**src/rtl/regfile_wb_scheduler_pkg.sv**
```systemverilog
// Shared constants for the register-file write-back scheduler.
// Also holds the requester-id encoding used by the arbiter and the top.
package regfile_wb_scheduler_pkg;

   localparam int unsigned XLEN = 32;
   localparam int unsigned NREG = 32;
   localparam int unsigned AW   = 5;

   localparam logic [AW-1:0] REG_ZERO = '0;

   // Requester ids double as bit positions in the req/gnt vectors.
   localparam logic REQ_ALU = 1'b0;
   localparam logic REQ_MEM = 1'b1;

endpackage

```
**src/rtl/regfile_wb_scheduler_if.sv**
```systemverilog
// Issue, write-back requester and register-file write-port signals of the scheduler.
// The slave modport is the scheduler's view; master is the environment's view.
interface regfile_wb_scheduler_if;
   import regfile_wb_scheduler_pkg::*;

   logic            issue_valid;
   logic [AW-1:0]   issue_rd;
   logic            issue_rd_used;
   logic [AW-1:0]   issue_rs1;
   logic [AW-1:0]   issue_rs2;
   logic            issue_stall;

   logic            alu_req;
   logic [AW-1:0]   alu_rd;
   logic [XLEN-1:0] alu_data;
   logic            alu_ack;

   logic            mem_req;
   logic [AW-1:0]   mem_rd;
   logic [XLEN-1:0] mem_data;
   logic            mem_ack;

   logic            write_enable;
   logic [AW-1:0]   reg_enc_write;
   logic [XLEN-1:0] reg_w;
   logic [NREG-1:0] pending;

   modport slave (
      input  issue_valid, issue_rd, issue_rd_used, issue_rs1, issue_rs2,
      input  alu_req, alu_rd, alu_data, mem_req, mem_rd, mem_data,
      output issue_stall, alu_ack, mem_ack,
      output write_enable, reg_enc_write, reg_w, pending
   );

   modport master (
      output issue_valid, issue_rd, issue_rd_used, issue_rs1, issue_rs2,
      output alu_req, alu_rd, alu_data, mem_req, mem_rd, mem_data,
      input  issue_stall, alu_ack, mem_ack,
      input  write_enable, reg_enc_write, reg_w, pending
   );

endinterface

```
**src/rtl/regfile_wb_scheduler_wb_rr_arbiter.sv**
```systemverilog
// Two-way round-robin arbiter for the shared register-file write port.
// rr_last remembers the most recent winner; on conflict the other requester wins.
module wb_rr_arbiter
   import regfile_wb_scheduler_pkg::*;
(
   input  logic       clk,
   input  logic       rst,
   input  logic [1:0] req,
   output logic [1:0] gnt
);

   logic rr_last_q, rr_last_d;

   always_comb begin
      gnt       = 2'b00;
      rr_last_d = rr_last_q;
      unique case (req)
         2'b01:   gnt = 2'b01;
         2'b10:   gnt = 2'b10;
         2'b11:   gnt = (rr_last_q == REQ_ALU) ? 2'b10 : 2'b01;
         default: gnt = 2'b00;
      endcase
      if (gnt[REQ_MEM]) begin
         rr_last_d = REQ_MEM;
      end else if (gnt[REQ_ALU]) begin
         rr_last_d = REQ_ALU;
      end
   end

   always_ff @(posedge clk or negedge rst) begin
      if (!rst) begin
         rr_last_q <= REQ_ALU;
      end else begin
         rr_last_q <= rr_last_d;
      end
   end

endmodule

```
**src/rtl/regfile_wb_scheduler.sv**
```systemverilog
// Write-back scheduler and scoreboard: arbitrates ALU/load write-backs onto the
// single register-file write port and stalls issue on RAW/WAW hazards.
module regfile_wb_scheduler
   import regfile_wb_scheduler_pkg::*;
(
   input logic                   clk,
   input logic                   rst,
   regfile_wb_scheduler_if.slave bus
);

   logic [1:0]      req, gnt;
   logic            any_gnt;
   logic [AW-1:0]   gnt_rd;
   logic [XLEN-1:0] gnt_data;
   logic            issue_accept;
   logic [NREG-1:0] pending_q, pending_d;
   logic            we_q;
   logic [AW-1:0]   wr_idx_q;
   logic [XLEN-1:0] wr_data_q;

   assign req = {bus.mem_req, bus.alu_req};

   wb_rr_arbiter u_arb (
      .clk (clk),
      .rst (rst),
      .req (req),
      .gnt (gnt)
   );

   assign bus.alu_ack = gnt[REQ_ALU];
   assign bus.mem_ack = gnt[REQ_MEM];
   assign any_gnt     = |gnt;

   always_comb begin
      gnt_rd   = bus.alu_rd;
      gnt_data = bus.alu_data;
      if (gnt[REQ_MEM]) begin
         gnt_rd   = bus.mem_rd;
         gnt_data = bus.mem_data;
      end
   end

   // pending[0] is never set, so x0 can never cause a stall.
   assign bus.issue_stall = bus.issue_valid &
                            (pending_q[bus.issue_rs1] | pending_q[bus.issue_rs2] |
                             (bus.issue_rd_used & pending_q[bus.issue_rd]));
   assign issue_accept    = bus.issue_valid & ~bus.issue_stall;

   // Clear first, then set, so an issue set wins over a same-index clear.
   always_comb begin
      pending_d = pending_q;
      if (we_q) begin
         pending_d[wr_idx_q] = 1'b0;
      end
      if (issue_accept && bus.issue_rd_used && bus.issue_rd != REG_ZERO) begin
         pending_d[bus.issue_rd] = 1'b1;
      end
   end

   always_ff @(posedge clk or negedge rst) begin
      if (!rst) begin
         pending_q <= '0;
         we_q      <= 1'b0;
         wr_idx_q  <= '0;
         wr_data_q <= '0;
      end else begin
         pending_q <= pending_d;
         we_q      <= any_gnt && (gnt_rd != REG_ZERO);
         if (any_gnt) begin
            wr_idx_q  <= gnt_rd;
            wr_data_q <= gnt_data;
         end
      end
   end

   assign bus.write_enable  = we_q;
   assign bus.reg_enc_write = wr_idx_q;
   assign bus.reg_w         = wr_data_q;
   assign bus.pending       = pending_q;

endmodule

```
**src/flat_wrapper.sv**
```systemverilog
// flat-port wrapper written by rule: the top's interface ports become plain ports
module regfile_wb_scheduler_flat import regfile_wb_scheduler_pkg::*;
  (clk, rst, bus_issue_valid, bus_issue_rd, bus_issue_rd_used, bus_issue_rs1, bus_issue_rs2, bus_alu_req, bus_alu_rd, bus_alu_data, bus_mem_req, bus_mem_rd, bus_mem_data, bus_issue_stall, bus_alu_ack, bus_mem_ack, bus_write_enable, bus_reg_enc_write, bus_reg_w, bus_pending);
  regfile_wb_scheduler_if bus_i ();
  input logic clk;
  input logic rst;
  input wire logic [$bits(bus_i.issue_valid)-1:0] bus_issue_valid;
  input wire logic [$bits(bus_i.issue_rd)-1:0] bus_issue_rd;
  input wire logic [$bits(bus_i.issue_rd_used)-1:0] bus_issue_rd_used;
  input wire logic [$bits(bus_i.issue_rs1)-1:0] bus_issue_rs1;
  input wire logic [$bits(bus_i.issue_rs2)-1:0] bus_issue_rs2;
  input wire logic [$bits(bus_i.alu_req)-1:0] bus_alu_req;
  input wire logic [$bits(bus_i.alu_rd)-1:0] bus_alu_rd;
  input wire logic [$bits(bus_i.alu_data)-1:0] bus_alu_data;
  input wire logic [$bits(bus_i.mem_req)-1:0] bus_mem_req;
  input wire logic [$bits(bus_i.mem_rd)-1:0] bus_mem_rd;
  input wire logic [$bits(bus_i.mem_data)-1:0] bus_mem_data;
  output wire logic [$bits(bus_i.issue_stall)-1:0] bus_issue_stall;
  output wire logic [$bits(bus_i.alu_ack)-1:0] bus_alu_ack;
  output wire logic [$bits(bus_i.mem_ack)-1:0] bus_mem_ack;
  output wire logic [$bits(bus_i.write_enable)-1:0] bus_write_enable;
  output wire logic [$bits(bus_i.reg_enc_write)-1:0] bus_reg_enc_write;
  output wire logic [$bits(bus_i.reg_w)-1:0] bus_reg_w;
  output wire logic [$bits(bus_i.pending)-1:0] bus_pending;
  assign bus_i.issue_valid = bus_issue_valid;
  assign bus_i.issue_rd = bus_issue_rd;
  assign bus_i.issue_rd_used = bus_issue_rd_used;
  assign bus_i.issue_rs1 = bus_issue_rs1;
  assign bus_i.issue_rs2 = bus_issue_rs2;
  assign bus_i.alu_req = bus_alu_req;
  assign bus_i.alu_rd = bus_alu_rd;
  assign bus_i.alu_data = bus_alu_data;
  assign bus_i.mem_req = bus_mem_req;
  assign bus_i.mem_rd = bus_mem_rd;
  assign bus_i.mem_data = bus_mem_data;
  assign bus_issue_stall = bus_i.issue_stall;
  assign bus_alu_ack = bus_i.alu_ack;
  assign bus_mem_ack = bus_i.mem_ack;
  assign bus_write_enable = bus_i.write_enable;
  assign bus_reg_enc_write = bus_i.reg_enc_write;
  assign bus_reg_w = bus_i.reg_w;
  assign bus_pending = bus_i.pending;
  regfile_wb_scheduler u_core (.clk(clk), .rst(rst), .bus(bus_i));
endmodule
```
**config.mk**
```make
export PLATFORM = sky130hd
export DESIGN_NAME = regfile_wb_scheduler_flat
export DESIGN_NICKNAME = d
export VERILOG_FILES = /design/src/rtl/regfile_wb_scheduler_pkg.sv /design/src/rtl/regfile_wb_scheduler_if.sv /design/src/rtl/regfile_wb_scheduler_wb_rr_arbiter.sv /design/src/rtl/regfile_wb_scheduler.sv /design/src/flat_wrapper.sv
export SDC_FILE = /design/constraint.sdc
export NUM_CORES = 1
export LEC_CHECK = 0
export BUFFER_PORTS_ARGS = -buffer_cell sky130_fd_sc_hd__buf_4
export CAP_MARGIN = 20
export CORE_MARGIN = 1
export CORE_UTILIZATION = 50
export CTS_BUF_LIST = sky130_fd_sc_hd__clkbuf_8
export DETAILED_ROUTE_END_ITERATION = 10
export GPL_ROUTABILITY_DRIVEN = 0
export PLACE_DENSITY = 0.82
export REMOVE_ABC_BUFFERS = 1
export SETUP_SLACK_MARGIN = 0.02
export SYNTH_ARGS = -nofsm -noshare
export SYNTH_HDL_FRONTEND = slang
export SYNTH_SLANG_ARGS = --single-unit
```
**constraint.sdc**
```tcl
create_clock -name clk -period 4.66 [get_ports clk]
set_input_delay 0.932 -clock clk [delete_from_list [all_inputs] [get_ports clk]]
set_output_delay 0.932 -clock clk [all_outputs]
set_load 0.03 [all_outputs]
```
==> summary.md <==
| Metric | Value |
|---|---|
| Worst Hold Launch | `u_core.bus.reg_w[20]` |
| Largest net degree at the start of global routing | `72` |
| First-pass GRT wire length | `around 22,000 um` |
| Leakage | `between 2 and 3 nW` |
| Yosys top cell area share | `42.31%` |
| Max_cap viols | `0` |
| Post-synth EDFFs | `0` |
| Mapped Area | `0.004199 sq mm` |
| Area of the multi-input gates | `between 0.002 and 0.0025 sq mm` |
| Vias per Instance | `6.155` |
| Hold WC Path Type | `reg -> reg` |
| # IOs | `~170` |
| Slew HR | `around 38%` |
| Initial core utilization | `between 50% and 60%` |
| Die width | `around 94 um` |
| Vias in the first global route | `4,303` |
| All-Layer GR Usage | `between 30% and 40%` |
| Placed Area | `~0.0054 sq mm` |
| Post-Layout Cell Count | `around 730` |
| Final critical-path share of the clock period | `between 80% and 90%` |
| Seq cells post-synth | `~70` |
| Placed Cells incl. Taps | `a little over 700` |
| Worst path max stage delay | `~560 ps` |
| Setup Crit Path Kind | `in -> out` |
| Critical path peak fanout | `13` |
| CTS Buffer Depth | `2` |
| Post-synthesis sequential area ratio | `42.31%` |
| ANT nets after route | `0` |
| Initial drt markers | `between 500 and 600` |
| Most frequent cells after synthesis | `nand2_1, dfrtp_1, mux2i_1` |
| Grt ovf | `0` |
| FF+latch area | `~0.0018 sq mm` |
| Layout Skew | `about 17 ps` |
| Clock transition at path regs | `about 70 ps` |
| CP startpoint kind | `input port` |
| Hold Vio Cnt, Final | `0` |
| Rows | `33` |
| CP endpoint kind | `output port` |
| Area growth syn-to-layout | `34.59%` |
| FF-to-FF setup slack | `roughly 2500 ps` |
| FMAX | `0.2556 GHz` |
| Post-cts hold buffer count | `0` |
| Max VDD drop | `0.2370 mV` |
| Fin. max-slew vios | `0` |
| Synth Instances | `~470` |
| Clock tree from TritonCTS | `built` |
| CP top delay family | `simple AND/OR/NAND/NOR gates` |
| Die area | `0.008768 sq mm` |
| Wire per inst | `roughly 19 um` |
| Critical Path RT | `roughly 3700 ps` |
| Post-layout min period | `roughly 4000 ps` |
| Final setup fails | `0` |
| Crit path cell chain | `buf_4 -> or3b_1 -> o22ai_1 -> nor4_2 -> mux2i_1 -> and2_1 -> o21a_1 -> buf_4` |
| Yosys top cell by area | `dfrtp_1` |
| Setup TNS | `0 ps` |
| Fin area | `about 0.0057 sq mm` |
| Routed WL | `about 14,000 um` |
| R2r startpoint | `u_core.bus.pending[10]` |
| WHS Path Cells | `2` |
| Pwr per Cell Area | `between 400 and 500 mW/mm^2` |
| Hold EP | `u_core.bus.reg_w[20]` |
| Post-layout net count | `a little over 700` |
| Distinct cells, synth | `39` |
| CP Data Arrival Time | `2980 ps` |
| RSZ-0062 raised after global routing | `false` |
| # H-tree levels | `3` |
| Buf+Inv Stages, Crit Path | `2` |
| Vias | `around 4,500` |
| Initial antenna violation count | `0` |
| Most common cell in the netlist | `nand2_1` |
| CTS Sinks | `71` |
| Ys Warns | `0` |
| Reg-to-reg endpoint | `u_core.bus.pending[29]` |
| # DRC | `0` |
| Min Hold Slack | `500.8 ps` |
| Crit-path slowest cell | `mux2i_1` |
| Worst Max-Slew Pin Slew | `between 900 and 1000 ps` |
| Post-DP HPWL | `about 10000 um` |
| Router iterations before antenna repair | `5` |
| Avg Inst Size Synth | `8.896 sq um` |
| PortBufs | `167` |
| Root Buffer | `clkbuf_8` |
| Diode count | `0` |
| # Post-CTS Setup Buffers | `0` |
| Reg2Reg Depth | `6` |
| Post-cts resize count | `0` |
| DIE HEIGHT | `about 94 um` |
| Core area | `0.008175 sq mm` |
| Ys async rst share | `100.0%` |
| Status | `completed` |
| Fillers | `660` |
| Clk_lat worst skew | `~350 ps` |
| Layout cells sized above 1 | `31.09%` |
| Most used cell, CP | `buf_4` |
| Leading post-synthesis cells by cell area | `dfrtp_1, mux2i_1, nand2_1` |
| Ys flop type | `dfrtp_1` |
| TritonCTS buffer count | `9` |
## where the power goes
| group | leakage, nW | internal [mW] | switching [mW] |
|---|---|---|---|
| combinational | 1.69 | 0.477 | 0.756 |
| clock | 0.114 | 0.288 | 0.231 |
| sequential | 0.861 | 0.785 | 0.271 |
| total | 2.66 | 1.55 | 1.26 |
## worst max-delay path by stage
stage / startpoint / end / slack [ps] / cells after the start
after CTS: bus_issue_rd[4] / bus_issue_stall / 760 / 8
after global routing: bus_issue_rd[4] / bus_issue_stall / 620 / 8
final: bus_issue_rd[4] / bus_issue_stall / 750 / 8
after floorplan: bus_alu_req / bus_mem_ack / 510 / 2
after global placement: bus_issue_rd[4] / bus_issue_stall / 840 / 8
after detailed placement: bus_issue_rd[4] / bus_issue_stall / 760 / 8
## registers in the layout, summed over array words and instances, names as in the netlist
register	count
u_core.bus.pending	32
u_core.bus.reg_w	32
u_core.bus.reg_enc_write	5
u_core.bus.write_enable	1
u_core.u_arb.rr_last_q	1
## cells in the final DEF, fill, tap and decap left out, types with 8 or more instances in the layout
master	Yosys	routed
dfrtp_1	71	71
or4_1	10	10
nor2_1	16	14
o22ai_1	8	8
buf_4	3	170
clkbuf_8	0	12
o21ai_0	38	38
mux2i_1	53	53
nand2_1	87	87
nand4_1	10	10
a22oi_1	40	40
nand3b_1	13	13
o21ai_1	31	31
nand3_1	17	17
## logic make-up after synthesis
logic type | count (synthesis) | synth area share, %
compound gates | 128 | 18.30
buf+inv | 35 | 4.112
flops | 71 | 42.31
mux | 54 | 12.90
simple gates | 184 | 22.38
## cell type report
class	count	area share (%)
repair buffers	170	22.58
flip-flops and latches	71	31.44
well taps	105	2.325
inverters	1	0.06642
multi-input cells	366	39.89
clock buffers	12	2.922
clock inverters	4	0.7749
## per-layer routing
metal | GRT usage (%) | wire, um | vias up
li1 | - | - | 2022
met1 | 40.13 | 5438 | 2135
met2 | 52.82 | 6743 | 295
met3 | 8.943 | 1448 | 35
met4 | 12.69 | 354 | 0
met5 | 0 | 0 | -
## worst min-delay path, stage by stage (launching register included)
cell	delay [ps]
dfrtp_1	350
a22oi_1	70
nand2_1	50
## through the flow
step	worst slack [ps]	util, %	total power, mW
after floorplan	510.8	-	1.690
after global placement	844.8	66.57	2.240
after detailed placement	764.1	66.57	2.280
after CTS	759.3	69.13	2.797
after global routing	624.6	69.13	2.938
final	748.0	69.13	2.807
(Power assumes the default switching activity.)
